<file path="src/rtl/aca_pkg.sv">
// Shared types and helpers for the variable-latency accuracy-configurable adder.
package aca_pkg;

    typedef enum logic [1:0] {
        IDLE,
        CHECK,
        CORR,
        DONE
    } aca_vl_state_t;

    function automatic int seg_count(input int n, input int k);
        return (n + k - 1) / k;
    endfunction

endpackage

</file>
<file path="src/rtl/aca_vl_adder_if.sv">
// Operand request and result channels of aca_vl_adder, each a valid/ready pair.
interface aca_vl_adder_if #(
    parameter int N = 32
);
    logic         in_valid;
    logic         in_ready;
    logic [N-1:0] a;
    logic [N-1:0] b;
    logic         cin;
    logic         approx_mode;
    logic         out_valid;
    logic         out_ready;
    logic [N-1:0] sum;
    logic         cout;
    logic         err;
    logic         corrected;

    modport master (
        output in_valid, a, b, cin, approx_mode, out_ready,
        input  in_ready, out_valid, sum, cout, err, corrected
    );

    modport slave (
        input  in_valid, a, b, cin, approx_mode, out_ready,
        output in_ready, out_valid, sum, cout, err, corrected
    );
endinterface

</file>
<file path="src/rtl/aca_window.sv">
// K-bit window adder: returns sum MSB and carry-out for the speculative path.
// Latency: combinational. Backpressure: none.
module aca_window #(
    parameter int K = 8
) (
    input  logic [K-1:0] a_i,
    input  logic [K-1:0] b_i,
    input  logic         c_i,
    output logic         msb_o,
    output logic         co_o
);
    logic [K:0] s;

    assign s     = {1'b0, a_i} + {1'b0, b_i} + {{K{1'b0}}, c_i};
    assign msb_o = s[K-1];
    assign co_o  = s[K];
endmodule

</file>
<file path="src/rtl/aca_vl_adder.sv">
// Variable-latency adder: speculative windowed sum, repaired K bits/cycle on error.
// Latency: 2 cycles clean or approx, 2+S with correction. Optional ACA_VL_ERRCNT_EN error counter.
// Backpressure: result held in DONE until out_ready; in_ready only in IDLE.
module aca_vl_adder
    import aca_pkg::*;
#(
    parameter int N = 32,
    parameter int K = 8
) (
    input  logic         clk,
    input  logic         rst_n,
    aca_vl_adder_if.slave io
`ifdef ACA_VL_ERRCNT_EN
    ,
    input  logic         err_count_clr,
    output logic [31:0]  err_count
`endif
);
    localparam int S     = seg_count(N, K);
    localparam int SW    = (S > 1) ? $clog2(S) : 1;
    localparam int LASTW = N - (S - 1) * K;
    localparam logic [N-1:0] KMASK = N'({K{1'b1}});

    aca_vl_state_t state_q, state_d;
    logic [N-1:0]  a_q, a_d, b_q, b_d, sum_q, sum_d;
    logic          cin_q, cin_d, approx_q, approx_d, carry_q, carry_d;
    logic          cout_q, cout_d, err_q, err_d, corrected_q, corrected_d;
    logic [SW-1:0] seg_q, seg_d;

    logic [N:0]    exact;
    logic [N-K:0]  win_msb, win_co;
    logic [N-1:0]  spec_sum;
    logic          spec_cout, spec_err;

    assign exact = {1'b0, a_q} + {1'b0, b_q} + {{N{1'b0}}, cin_q};

    // Window j covers bits j..j+K-1; only the lowest one sees cin.
    for (genvar j = 0; j <= N - K; j++) begin : g_win
        aca_window #(.K(K)) u_win (
            .a_i   (a_q[j+K-1:j]),
            .b_i   (b_q[j+K-1:j]),
            .c_i   ((j == 0) ? cin_q : 1'b0),
            .msb_o (win_msb[j]),
            .co_o  (win_co[j])
        );
    end

    assign spec_sum  = {win_msb, exact[K-2:0]};
    assign spec_cout = win_co[N-K];
    assign spec_err  = ({spec_cout, spec_sum} != exact);

    logic [31:0]  seg_sh;
    logic [K-1:0] seg_a, seg_b;
    logic [K:0]   seg_sum;
    logic [N-1:0] seg_ins, seg_mask;
    logic         seg_co;

    assign seg_sh   = 32'(seg_q) * 32'(K);
    assign seg_a    = K'(a_q >> seg_sh);
    assign seg_b    = K'(b_q >> seg_sh);
    assign seg_sum  = {1'b0, seg_a} + {1'b0, seg_b} + {{K{1'b0}}, carry_q};
    assign seg_ins  = N'(seg_sum[K-1:0]) << seg_sh;
    assign seg_mask = KMASK << seg_sh;
    // The last segment may be narrower, so its carry sits at bit LASTW.
    assign seg_co   = (seg_q == SW'(S - 1)) ? seg_sum[LASTW] : seg_sum[K];

    always_ff @(posedge clk) begin
        if (!rst_n) begin
            state_q     <= IDLE;
            a_q         <= '0;
            b_q         <= '0;
            cin_q       <= 1'b0;
            approx_q    <= 1'b0;
            carry_q     <= 1'b0;
            seg_q       <= '0;
            sum_q       <= '0;
            cout_q      <= 1'b0;
            err_q       <= 1'b0;
            corrected_q <= 1'b0;
        end else begin
            state_q     <= state_d;
            a_q         <= a_d;
            b_q         <= b_d;
            cin_q       <= cin_d;
            approx_q    <= approx_d;
            carry_q     <= carry_d;
            seg_q       <= seg_d;
            sum_q       <= sum_d;
            cout_q      <= cout_d;
            err_q       <= err_d;
            corrected_q <= corrected_d;
        end
    end

    always_comb begin
        state_d     = state_q;
        a_d         = a_q;
        b_d         = b_q;
        cin_d       = cin_q;
        approx_d    = approx_q;
        carry_d     = carry_q;
        seg_d       = seg_q;
        sum_d       = sum_q;
        cout_d      = cout_q;
        err_d       = err_q;
        corrected_d = corrected_q;
        case (state_q)
            IDLE: begin
                if (io.in_valid) begin
                    a_d      = io.a;
                    b_d      = io.b;
                    cin_d    = io.cin;
                    approx_d = io.approx_mode;
                    state_d  = CHECK;
                end
            end
            CHECK: begin
                err_d       = spec_err;
                corrected_d = 1'b0;
                if (!spec_err || approx_q) begin
                    sum_d   = spec_sum;
                    cout_d  = spec_cout;
                    state_d = DONE;
                end else begin
                    seg_d   = '0;
                    carry_d = cin_q;
                    state_d = CORR;
                end
            end
            CORR: begin
                sum_d   = (sum_q & ~seg_mask) | seg_ins;
                carry_d = seg_co;
                if (seg_q == SW'(S - 1)) begin
                    cout_d      = seg_co;
                    corrected_d = 1'b1;
                    state_d     = DONE;
                end else begin
                    seg_d = seg_q + SW'(1);
                end
            end
            DONE: begin
                if (io.out_ready) state_d = IDLE;
            end
            default: state_d = IDLE;
        endcase
    end

    assign io.in_ready  = (state_q == IDLE);
    assign io.out_valid = (state_q == DONE);
    assign io.sum       = sum_q;
    assign io.cout      = cout_q;
    assign io.err       = err_q;
    assign io.corrected = corrected_q;

`ifdef ACA_VL_ERRCNT_EN
    logic [31:0] err_count_q, err_count_d;

    always_comb begin
        err_count_d = err_count_q;
        if (err_count_clr) begin
            err_count_d = '0;
        end else if ((state_q == DONE) && io.out_ready && err_q && (err_count_q != '1)) begin
            err_count_d = err_count_q + 32'd1;
        end
    end

    always_ff @(posedge clk) begin
        if (!rst_n) err_count_q <= '0;
        else        err_count_q <= err_count_d;
    end

    assign err_count = err_count_q;
`endif
endmodule

</file>
<file path="src/flat_wrapper.sv">
// flat-port wrapper written by rule: the top's interface ports become plain ports
module aca_vl_adder_flat import aca_pkg::*;
#(
    parameter int N = 32,
    parameter int K = 8
)
  (clk, rst_n, io_in_valid, io_a, io_b, io_cin, io_approx_mode, io_out_ready, io_in_ready, io_out_valid, io_sum, io_cout, io_err, io_corrected);
  aca_vl_adder_if #(.N(N)) io_i ();
  input  logic clk;
  input  logic rst_n;
  input wire logic [$bits(io_i.in_valid)-1:0] io_in_valid;
  input wire logic [$bits(io_i.a)-1:0] io_a;
  input wire logic [$bits(io_i.b)-1:0] io_b;
  input wire logic [$bits(io_i.cin)-1:0] io_cin;
  input wire logic [$bits(io_i.approx_mode)-1:0] io_approx_mode;
  input wire logic [$bits(io_i.out_ready)-1:0] io_out_ready;
  output wire logic [$bits(io_i.in_ready)-1:0] io_in_ready;
  output wire logic [$bits(io_i.out_valid)-1:0] io_out_valid;
  output wire logic [$bits(io_i.sum)-1:0] io_sum;
  output wire logic [$bits(io_i.cout)-1:0] io_cout;
  output wire logic [$bits(io_i.err)-1:0] io_err;
  output wire logic [$bits(io_i.corrected)-1:0] io_corrected;
  assign io_i.in_valid = io_in_valid;
  assign io_i.a = io_a;
  assign io_i.b = io_b;
  assign io_i.cin = io_cin;
  assign io_i.approx_mode = io_approx_mode;
  assign io_i.out_ready = io_out_ready;
  assign io_in_ready = io_i.in_ready;
  assign io_out_valid = io_i.out_valid;
  assign io_sum = io_i.sum;
  assign io_cout = io_i.cout;
  assign io_err = io_i.err;
  assign io_corrected = io_i.corrected;
  aca_vl_adder #(.N(N), .K(K)) u_core (.clk(clk), .rst_n(rst_n), .io(io_i));
endmodule
</file>
<file path="config.mk">
export PLATFORM = sky130hd
export DESIGN_NAME = aca_vl_adder_flat
export DESIGN_NICKNAME = d
export VERILOG_FILES = /design/src/rtl/aca_pkg.sv /design/src/rtl/aca_vl_adder_if.sv /design/src/rtl/aca_window.sv /design/src/rtl/aca_vl_adder.sv /design/src/flat_wrapper.sv
export SDC_FILE = /design/constraint.sdc
export NUM_CORES = 1
export LEC_CHECK = 0
export BUFFER_PORTS_ARGS = -buffer_cell sky130_fd_sc_hd__buf_4
export CORE_MARGIN = 2
export CORE_UTILIZATION = 25
export DETAILED_ROUTE_END_ITERATION = 12
export SLEW_MARGIN = 10
export SYNTH_ARGS = -nofsm -noshare
export SYNTH_HDL_FRONTEND = slang
export SYNTH_SLANG_ARGS = --single-unit
</file>
<file path="constraint.sdc">
create_clock -name clk -period 4.74 [get_ports clk]
set_input_delay 0.948 -clock clk [delete_from_list [all_inputs] [get_ports clk]]
set_output_delay 0.948 -clock clk [all_outputs]
set_load 0.01 [all_outputs]
</file>
==> impl_metrics.tcl, run 1 <==
set metrics [dict create \
    max_slew_margin_pct 36.7 \
    avgSynthCellArea_um2 7.63 \
    status "complete, no violations" \
    seqCellArea_mm2 0.00212 \
    cp_top_family "compound AO/OA/AOI/OAI gates" \
    synth_common_cells "nand2_1, a21oi_1, dfxtp_1" \
    drt_wl_total_um 29600 \
    synth_nets 1151 \
    place_area_mm2 0.00896 \
    synth_compound_gate_area_share_pct 26.6 \
    p_leak_nw 3.74 \
    crit_path_max_fanout 7 \
    synth_area_leaders "dfxtp_1, nand2_1, a21oi_1" \
    gr-usage-met3_pct 3.11 \
    hp-class "reg -> reg" \
    cts_root_buffer "clkbuf_16" \
    synth_adder_area_share_pct 8.33 \
    muxShareOfSynthArea_pct 7.00 \
    cts.clk_slew.worst_paths_ns 0.08 \
    fmax_ghz 0.244 \
    critPathLaunchType "flip-flop" \
    core_area_mm2 0.0308 \
    critPathMaxStageDelay_ns 0.54 \
    routed_via_density 5.36 \
    area_growth_pct 17.7 \
    async_flop_share_pct 0 \
    grt-ovfl-total 0 \
    cp.arrival_ns 4.32 \
    slew_violations 0 \
    synthSimpleGateAreaFrac_pct 21.0 \
    worstPathRequired_ns 4.97 \
    critPathCaptureType "flip-flop" \
    ys_ff_latch 106 \
    setup_viol 0 \
    clock-sinks 106 \
    dieArea_mm2 0.0329 \
    crit_buf_inv 0 \
    hpwl_um 23900 \
    avgRoutedWirePerCell_um 19.8 \
    synth_top_area_share_pct 27.0 \
    chipHeight_um 181 \
    synth_ff_type "dfxtp_1" \
    ys_seq_area_share_pct 27.0 \
    ir_worst_vdd_uv 207 \
    cts_buffers 9 \
    drive_gt1_share_pct 15.4 \
    place_congestion 0.936 \
    post_cts_buffers 0 \
    yosys_warnings 0 \
    use_met2_pct 25.7 \
    syn_inst 1031 \
    grt_pass1_vias 7352 \
    p_per_area_mw_per_mm2 423 \
    ios 107 \
    fill_cells 3340 \
    cp_slowest_cell "a21oi_1" \
    hold_viol_final 0 \
    ys_types 71 \
    start_util_pct 25.5 \
    cts_tree "yes" \
    grt_max_degree 63 \
    vias 8005 \
    grt_usage_pct 17.7 \
    grt_most_used_layer "met1" \
    synth_xor_area_share_pct 4.01 \
    nets 1212 \
    rows 64 \
    path_class "reg -> reg" \
    synth_top_family_by_area "compound AO/OA/AOI/OAI gates" \
    period_share_pct 86.4 \
    port_buffers 106 \
    fin_skew_ns 0.00918 \
    antenna_found_initial 2 \
    dieWidth_um 181 \
    ctsResizeCount 0 \
    antenna_left 0 \
    cts_hold_buf 0 \
    insertion_delay_ns 0.37 \
    synth_top_area_cell "dfxtp_1" \
    n_antenna_cell 0 \
    rsz0062_at_grt "false" \
    clk_path_buf_depth 2 \
    htreeDepth 3 \
    multi_input_area_mm2 0.00528 \
    fin_area_mm2 0.00926 \
    grt_use_met1_pct 26.4 \
    whs_ns 0.469 \
    max-cap-violations 0 \
    crit_chain "fa_1 -> fa_1 -> a21oi_1 -> o211ai_1 -> a2bb2oi_1 -> o31ai_1 -> o21ai_1 -> a21boi_0 -> nand4_1 -> a21oi_1 -> o22ai_1" \
    synth.most_common_cell "nand2_1" \
    synthesis.area_mm2 0.00787 \
    dr.pass1.iters 5 \
    post-route-drc-count 0 \
    worst_pin_slew_ns 0.947 \
    synth_edf_count 0 \
    post-route-util_pct 30.0 \
    period_needed_ns 4.10 \
    tns_ns 0 \
    grt_pass1_wl_um 44600 \
    drtIter0Drc 825 \
]
[flip-flops by register name, summed over array words and instances (netlist names)]
name,count
u_core.a_q,32
u_core.approx_q,1
u_core.b_q,32
u_core.carry_q,1
u_core.cin_q,1
u_core.io.corrected,1
u_core.io.cout,1
u_core.io.err,1
u_core.io.sum,32
u_core.seg_q,2
u_core.state_q,2
[per-layer routing]
layer / up-vias / wire length (um) / share of wire, %
met5: - / 31 / 0.10
met2: 349 / 12300 / 42
met3: 49 / 2110 / 7.1
li1: 3873 / - / -
met1: 3730 / 14300 / 48
met4: 4 / 841 / 2.8
[power breakdown]
part,leakage (nW),switching [mW],internal (mW)
Combinational,2.72,1.18,0.693
Sequential,0.866,0.190,1.07
Clock,0.150,0.402,0.389
Total,3.74,1.77,2.15
[area by class of cell]
class                      instances  share of cell area (%)
clock buffer                      10                    2.58
clock inverter                     6                   0.702
inverter                          42                    1.70
multi-input combinational        812                    57.0
sequential                       106                    22.9
tap                              396                    5.35
timing repair buffer             121                    9.81
[cells by family (layout without fill, tap and decap cells)]
| logic type | count (synthesis) | in the layout |
|---|---|---|
| AOI/OAI and AO/OA | 332 | 332 |
| and+or+nand+nor | 359 | 359 |
| adders and majority gates | 50 | 50 |
| buffers and inverters | 113 | 179 |
| DFF | 106 | 106 |
| xor gates and xnor gates | 36 | 36 |
| muxes | 35 | 35 |
[cell usage in the layout (no fill, tap or decap), types with 7 or more instances in the layout]
master     Yosys  final
a211oi_1       8      8
a21o_1        27     27
a21oi_1      132    132
a31oi_1       15     15
buf_4          1    121
clkbuf_16      0      9
dfxtp_1      106    106
ha_1          46     45
inv_1         42     41
mux2i_1       19     19
mux4_2        16     16
nand2_1      221    220
nand3_1       12     12
nand4_1       22     22
nor2_1        39     39
nor3_1        10     10
o211ai_1      20     20
o21ai_0       40     40
o221ai_1      21     21
o22ai_1       20     20
or4_1          7      7
xnor2_1       17     17
xor2_1        19     19
[worst min-delay path, delay by kind of cell (launching register included)]
family        cells  cell delay, ns
mux               1            0.05
flops             1            0.32
simple gates      1            0.05
[per-stage QoR]
step	instances	setup slack [ns]	total power [mW]
floorplan	1031	1.26	2.46
global placement	1477	0.767	3.12
detailed placement	1477	0.724	3.13
CTS	1493	0.698	3.93
global route	1493	0.363	4.17
finish	1493	0.643	3.92
[final timing paths]
path | start | endpoint | slack, ns | cells after the start
worst max-delay path | u_core.cin_q | u_core.io.sum[29] | 0.64 | 11
worst min-delay path | u_core.io.cout | u_core.io.cout | 0.47 | 2
worst max register to register | u_core.cin_q | u_core.io.sum[29] | 0.64 | 11
worst min register to register | u_core.io.cout | u_core.io.cout | 0.47 | 2
(Power assumes the default switching activity.)
==> run 2: changes to the inputs <==
Settings changed: CORE_ASPECT_RATIO from default to 0.8, SYNTH_HIERARCHICAL from default to 1.
==> run 2 against run 1 <==
Compared with the run above:
- via count rose by 59%
- clock power up 9.2%
- wire length rose by 58%
- clock-buffer cell count unchanged
- sequential power fell by 4%
- global-route usage is 0.41 points higher
- area after synthesis is 56% higher
- die area rose by 55%
==> impl_metrics.tcl, run 2 <==
set metrics [dict create \
    status "complete, no violations" \
    crit_path_max_fanout 7 \
    path_class "reg -> reg" \
    cp_common_cell "buf_4" \
    final_cells 2413 \
    cp.arrival_ns 4.89 \
    insertion_delay_ns 0.39 \
    hpwl_um 37400 \
    hp-class "reg -> reg" \
    drive_gt1_share_pct 23.2 \
    fmax_ghz 0.219 \
    core_area_mm2 0.0485 \
    rrSetupSlack_ns 0.17 \
    ios 107 \
    dieWidth_um 252 \
    clock-sinks 106 \
    grt_pass1_wl_um 71600 \
    area_growth_pct 27.1 \
    htreeDepth 3 \
    grt_pass1_vias 12386 \
    nets 2098 \
    crit_chain "buf_4 -> buf_4 -> buf_4 -> ha_1 -> a21oi_2 -> nor2_1 -> o311a_1 -> a211oi_2 -> buf_4 -> xor2_2 -> buf_4 -> o21ai_0 -> mux2i_1 -> nand3b_1 -> or4_4 -> nor4b_4 -> buf_4 -> a211oi_4 -> clkbuf_16 -> a211o_1 -> a21oi_2" \
    avgSynthCellArea_um2 8.03 \
    hold_depth 2 \
    setup_viol 0 \
    place_inst 2388 \
    vias 12698 \
    worst_pin_slew_ns 0.989 \
    startpoint "u_core/a_q[23]" \
    dr.pass1.iters 9 \
    cp_slowest_cell "or4_4" \
    place_congestion 0.941 \
    worst_slack_ns 0.174 \
    critPathMaxStageDelay_ns 0.57 \
    avgRoutedWirePerCell_um 19.4 \
    timing.rr.start "u_core/a_q[23]" \
    cp_top_family "compound AO/OA/AOI/OAI gates" \
    multi_input_area_mm2 0.0101 \
    start_util_pct 25.3 \
    fin_total_pwr_mw 5.73 \
    chipHeight_um 202 \
    cts_buffers 9 \
    crit-reg2reg-capture "u_core/io.sum[14]" \
    fin_skew_ns 0.0139 \
    hold_viol_final 0 \
    post-place-ws_ns -0.217 \
    post-route-util_pct 32.2 \
    slew_violations 0 \
    ir_worst_vdd_uv 194 \
    p_leak_nw 8.08 \
    period_share_pct 96.3 \
    port_buffers 106 \
    post-route-drc-count 0 \
    fill_cells 5132 \
    drtIter0Drc 916 \
    period_needed_ns 4.57 \
    clk_path_buf_depth 2 \
    top_layer "met5" \
    rsz0062_at_grt "false" \
    crit_buf_inv 7 \
    max_slew_margin_pct 33.9 \
    tns_ns 0 \
    antenna_left 0 \
    grt_max_degree 51 \
    grt_usage_pct 18.1 \
    drt_wl_total_um 46800 \
    max-cap-violations 0 \
    hold_path_startpoint "u_core/io.sum[3]" \
    critPathLaunchType "flip-flop" \
    worstPathRequired_ns 5.06 \
    cts.clk_slew.worst_paths_ns 0.08 \
    wl_met1_um 22400 \
    dr_wl_met2_um 21100 \
    synthesis.area_mm2 0.0123 \
    met3_length_um 2590 \
    antenna_found_initial 3 \
    syn_inst 1529 \
    mostFrequentLayoutCells "buf_4, ha_1, nand2_1, a21oi_1, nor2_1" \
    yosys_warnings 6 \
    cts_root_buffer "clkbuf_16" \
    critPathCaptureType "flip-flop" \
    crit_cells 21 \
    p_per_area_mw_per_mm2 367 \
    dieArea_mm2 0.0509 \
    routed_via_density 5.26 \
    reg2reg_depth 21 \
    grt-ovfl-total 0 \
    final_common_cell "buf_4" \
    cts_tree "yes" \
    seqCellArea_mm2 0.00214 \
    rows 72 \
    crit_end "u_core/io.sum[14]" \
]
-- run 2: cell count changes in the layout (fill, tap and decap cells not counted), moves of 28 or more --
cell,change
a21o_1,+31
a21oi_1,+37
a21oi_2,+35
buf_4,+140
ha_1,+199
nand3_1,+28
nor2_1,+76
nor2b_1,+34
-- run 2: area by class of cell --
class | count | share of cell area, %
Clock inverter | 6 | 0.617
Multi-Input combinational cell | 1349 | 64.5
Sequential cell | 106 | 13.7
Inverter | 39 | 0.938
Clock buffer | 10 | 1.47
Timing Repair Buffer | 273 | 13.7
Antenna cell | 1 | 0.0160
Tap cell | 629 | 5.04
-- run 2: repair_timing --
action / 4_1_cts / 5_1_grt
gates resized for setup: 9 / 54
endpoints found under the setup margin: 36 / 36
gates cloned: 0 / 3
pin swaps: 1 / 13
buffers inserted: 0 / 5
hold buffers: 0 / 0
-- run 2: stage by stage --
stage,area (um2),hold WS [ns]
after floorplan,12400,0.432
after global placement,14900,0.453
after detailed placement,14900,0.463
after CTS,15300,0.474
after global routing,15600,0.499
final,15600,0.476
-- run 2: report_power, final --
group | switching [mW] | internal, mW | leakage, nW
clock | 0.394 | 0.470 | 0.155
sequential | 0.173 | 1.04 | 0.871
combinational | 2.11 | 1.54 | 7.05
-- run 2: worst min path at each step --
| stage | to | slack (ns) |
|---|---|---|
| after CTS | u_core/io.sum[3] | 0.47 |
| after global placement | u_core/io.sum[14] | 0.45 |
| after global routing | u_core/io.sum[10] | 0.50 |
| after floorplan | u_core/approx_q | 0.43 |
| final | u_core/io.sum[3] | 0.48 |
| after detailed placement | u_core/io.sum[3] | 0.46 |
-- run 2: metal layers --
| layer | vias to the layer above | track usage, % |
|---|---|---|
| li1 | 6136 | - |
| met1 | 6180 | 25.3 |
| met2 | 336 | 29.2 |
| met3 | 42 | 2.67 |
| met4 | 4 | 4.46 |
| met5 | - | 0 |
-- run 2: worst reg2reg max path, delay by kind of cell, from the launching register on --
family	cells	cell delay, ns
AO/OA/AOI/OAI	7	1.27
buffers and inverters	7	1.19
AND/OR/NAND/NOR	4	1.04
flip-flops	1	0.33
multiplexers	1	0.26
adder cells (fa/ha/maj)	1	0.20
XOR/XNOR	1	0.20
==> run 3: changes to the inputs <==
Settings changed: ABC_AREA from default to 1.
==> run 3 against run 2 <==
Compared with the run above:
- first-iteration DRC count up 16%
- design area down 1.6%
- clock-buffer cell count down 1
- critical path depth down 1
- combinational power up 39%
- setup slack better by 0.39 ns
- wire length down 1.5%
- global-route usage down 1.2 points
- power up 35%
- clock skew up 0.0057 ns
- sequential share of layout area up 0.083 points
- final cell count up 24%
- critical path type unchanged
- critical endpoint is now u_core/io.sum[17]
==> impl_metrics.tcl, run 3 <==
set metrics [dict create \
    status "complete, no violations" \
    reg2reg_depth 20 \
    rows 75 \
    antenna_left 0 \
    hold_depth 2 \
    max_slew_margin_pct 39.3 \
    timing.rr.start "u_core/a_q[0]" \
    post_cts_buffers 0 \
    hold_viol_final 0 \
    n_antenna_cell 0 \
    grt_max_degree 100 \
    crit-reg2reg-capture "u_core/io.sum[17]" \
    clock_power_share_pct 11.3 \
    ios 107 \
    p_per_area_mw_per_mm2 502 \
    cp.arrival_ns 4.45 \
    drtIter0Drc 1065 \
    port_buffers 106 \
    worst_pin_slew_ns 0.910 \
    p_leak_nw 8.65 \
    gr-usage-met3_pct 4.41 \
    grt_use_met1_pct 24.6 \
    chipHeight_um 210 \
    max-cap-violations 0 \
    tns_ns 0 \
    avgRoutedWirePerCell_um 15.4 \
    rrSetupSlack_ns 0.57 \
    cts.clk_slew.worst_paths_ns 0.09 \
    fin_skew_ns 0.0196 \
    critPathMaxStageDelay_ns 0.52 \
    hpwl_um 36700 \
    crit_chain "fa_1 -> fa_1 -> nand2_1 -> nand2_1 -> nand3_1 -> nand2_1 -> nand2_1 -> nand3_1 -> nor2_1 -> nand2_1 -> inv_1 -> nand3_1 -> nor2_1 -> nand3_1 -> nor2_2 -> nand2_2 -> nand3_4 -> o21ai_0 -> o21ai_0 -> nor2_1" \
    fmax_ghz 0.240 \
    p_comb_share_pct 65.6 \
    critPathLaunchType "flip-flop" \
    switching_power_mw 4.27 \
    nets 2615 \
    grt-ovfl-total 0 \
    ctsResizeCount 0 \
    setup_viol 0 \
    hold_path_startpoint "u_core/io.corrected" \
    final_common_cell "nand2_1" \
    post-route-util_pct 29.3 \
    area_growth_pct 15.6 \
    whs_ns 0.477 \
    grt_usage_pct 16.9 \
    avgSynthCellArea_um2 6.10 \
    drive_gt1_share_pct 11.5 \
    dieArea_mm2 0.0550 \
    cts_buffers 9 \
    clk_path_buf_depth 2 \
    critPathCaptureType "flip-flop" \
    use_met2_pct 24.9 \
    worstHoldEndpoint "u_core/io.corrected" \
    power_frac_seq_pct 23.1 \
    period_needed_ns 4.17 \
    intPower_mw 3.45 \
    grt_most_used_layer "met2" \
    hp-class "reg -> reg" \
    cp_slowest_cell "fa_1" \
    fill_cells 5848 \
    yosys_warnings 6 \
    dr.pass1.iters 6 \
    core_area_mm2 0.0525 \
    place_inst 2977 \
    drt_wl_total_um 46100 \
    start_util_pct 25.3 \
    antenna_found_initial 1 \
    worstPathRequired_ns 5.02 \
    clock-sinks 106 \
    cts_root_buffer "clkbuf_16" \
    htreeDepth 3 \
    grt_pass1_wl_um 71600 \
    dieWidth_um 262 \
    routed_via_density 4.54 \
    swShare_pct 55.3 \
    grt_pass1_vias 12240 \
    synthesis.area_mm2 0.0133 \
    ir_worst_vdd_uv 274 \
    cp_common_cell "nand2_1" \
    cts_tree "yes" \
    insertion_delay_ns 0.40 \
    path_class "reg -> reg" \
    mostFrequentLayoutCells "nand2_1, nor2_1, inv_1, ha_1, buf_4" \
    vias 13590 \
    final_cells 2993 \
    crit_path_max_fanout 64 \
    rsz0062_at_grt "false" \
    post-route-drc-count 0 \
    slew_violations 0 \
    cts_hold_buf 0 \
    syn_inst 2179 \
    place_congestion 0.984 \
    period_share_pct 88.0 \
]
## run 3: power by group through the flow
stage	logic (mW)	clock network, mW	registers [mW]
6_report	5.07	0.873	1.78
5_1_grt	5.74	0.934	1.84
4_1_cts	5.00	0.906	1.78
3_5_place_dp	4.96	0	1.80
3_3_place_gp	4.97	0	1.80
2_1_floorplan	3.44	0	1.62
## run 3: worst max-delay path by stage
stage	start	slack (ns)	cells after the start	end
3_3_place_gp	u_core/a_q[0]	0.71	20	u_core/io.sum[17]
6_report	u_core/a_q[0]	0.57	20	u_core/io.sum[17]
3_5_place_dp	u_core/a_q[0]	0.74	20	u_core/io.sum[17]
4_1_cts	u_core/a_q[0]	0.72	20	u_core/io.sum[17]
2_1_floorplan	u_core/seg_q[0]	1.66	16	u_core/io.sum[30]
5_1_grt	u_core/a_q[10]	0.33	21	u_core/io.sum[17]
## run 3: final cells by class
class	instances	area, um2	area share [%]
Multi-Input combinational cell	1736	9870	64.3
Sequential cell	106	2120	13.8
Clock buffer	9	225	1.47
Tap cell	693	867	5.64
Inverter	308	1160	7.53
Clock inverter	7	113	0.733
Timing Repair Buffer	134	1010	6.55
## run 3: critical path, delay by kind of cell, from the launching register on
family          cells  cell delay [ns]
compound gates      2             0.29
fa+ha+maj           2             1.00
buf+inv             1             0.05
flops               1             0.38
simple gates       15             2.34
## run 3: metal layers
| metal | routed length (um) | share of wire [%] | vias to the layer above |
|---|---|---|---|
| li1 | - | - | 7188 |
| met1 | 22900 | 50 | 5998 |
| met2 | 18900 | 41 | 366 |
| met3 | 3710 | 8.0 | 36 |
| met4 | 627 | 1.4 | 2 |
| met5 | 14 | 0.030 | - |
## run 3: per-stage QoR
step                setup slack, ns  power (mW)  area, um2
floorplan                      1.66        5.06      13400
global placement              0.710        6.76      15000
detailed placement            0.742        6.76      15000
CTS                           0.722        7.69      15400
global route                  0.330        8.51      15400
finish                        0.567        7.72      15400
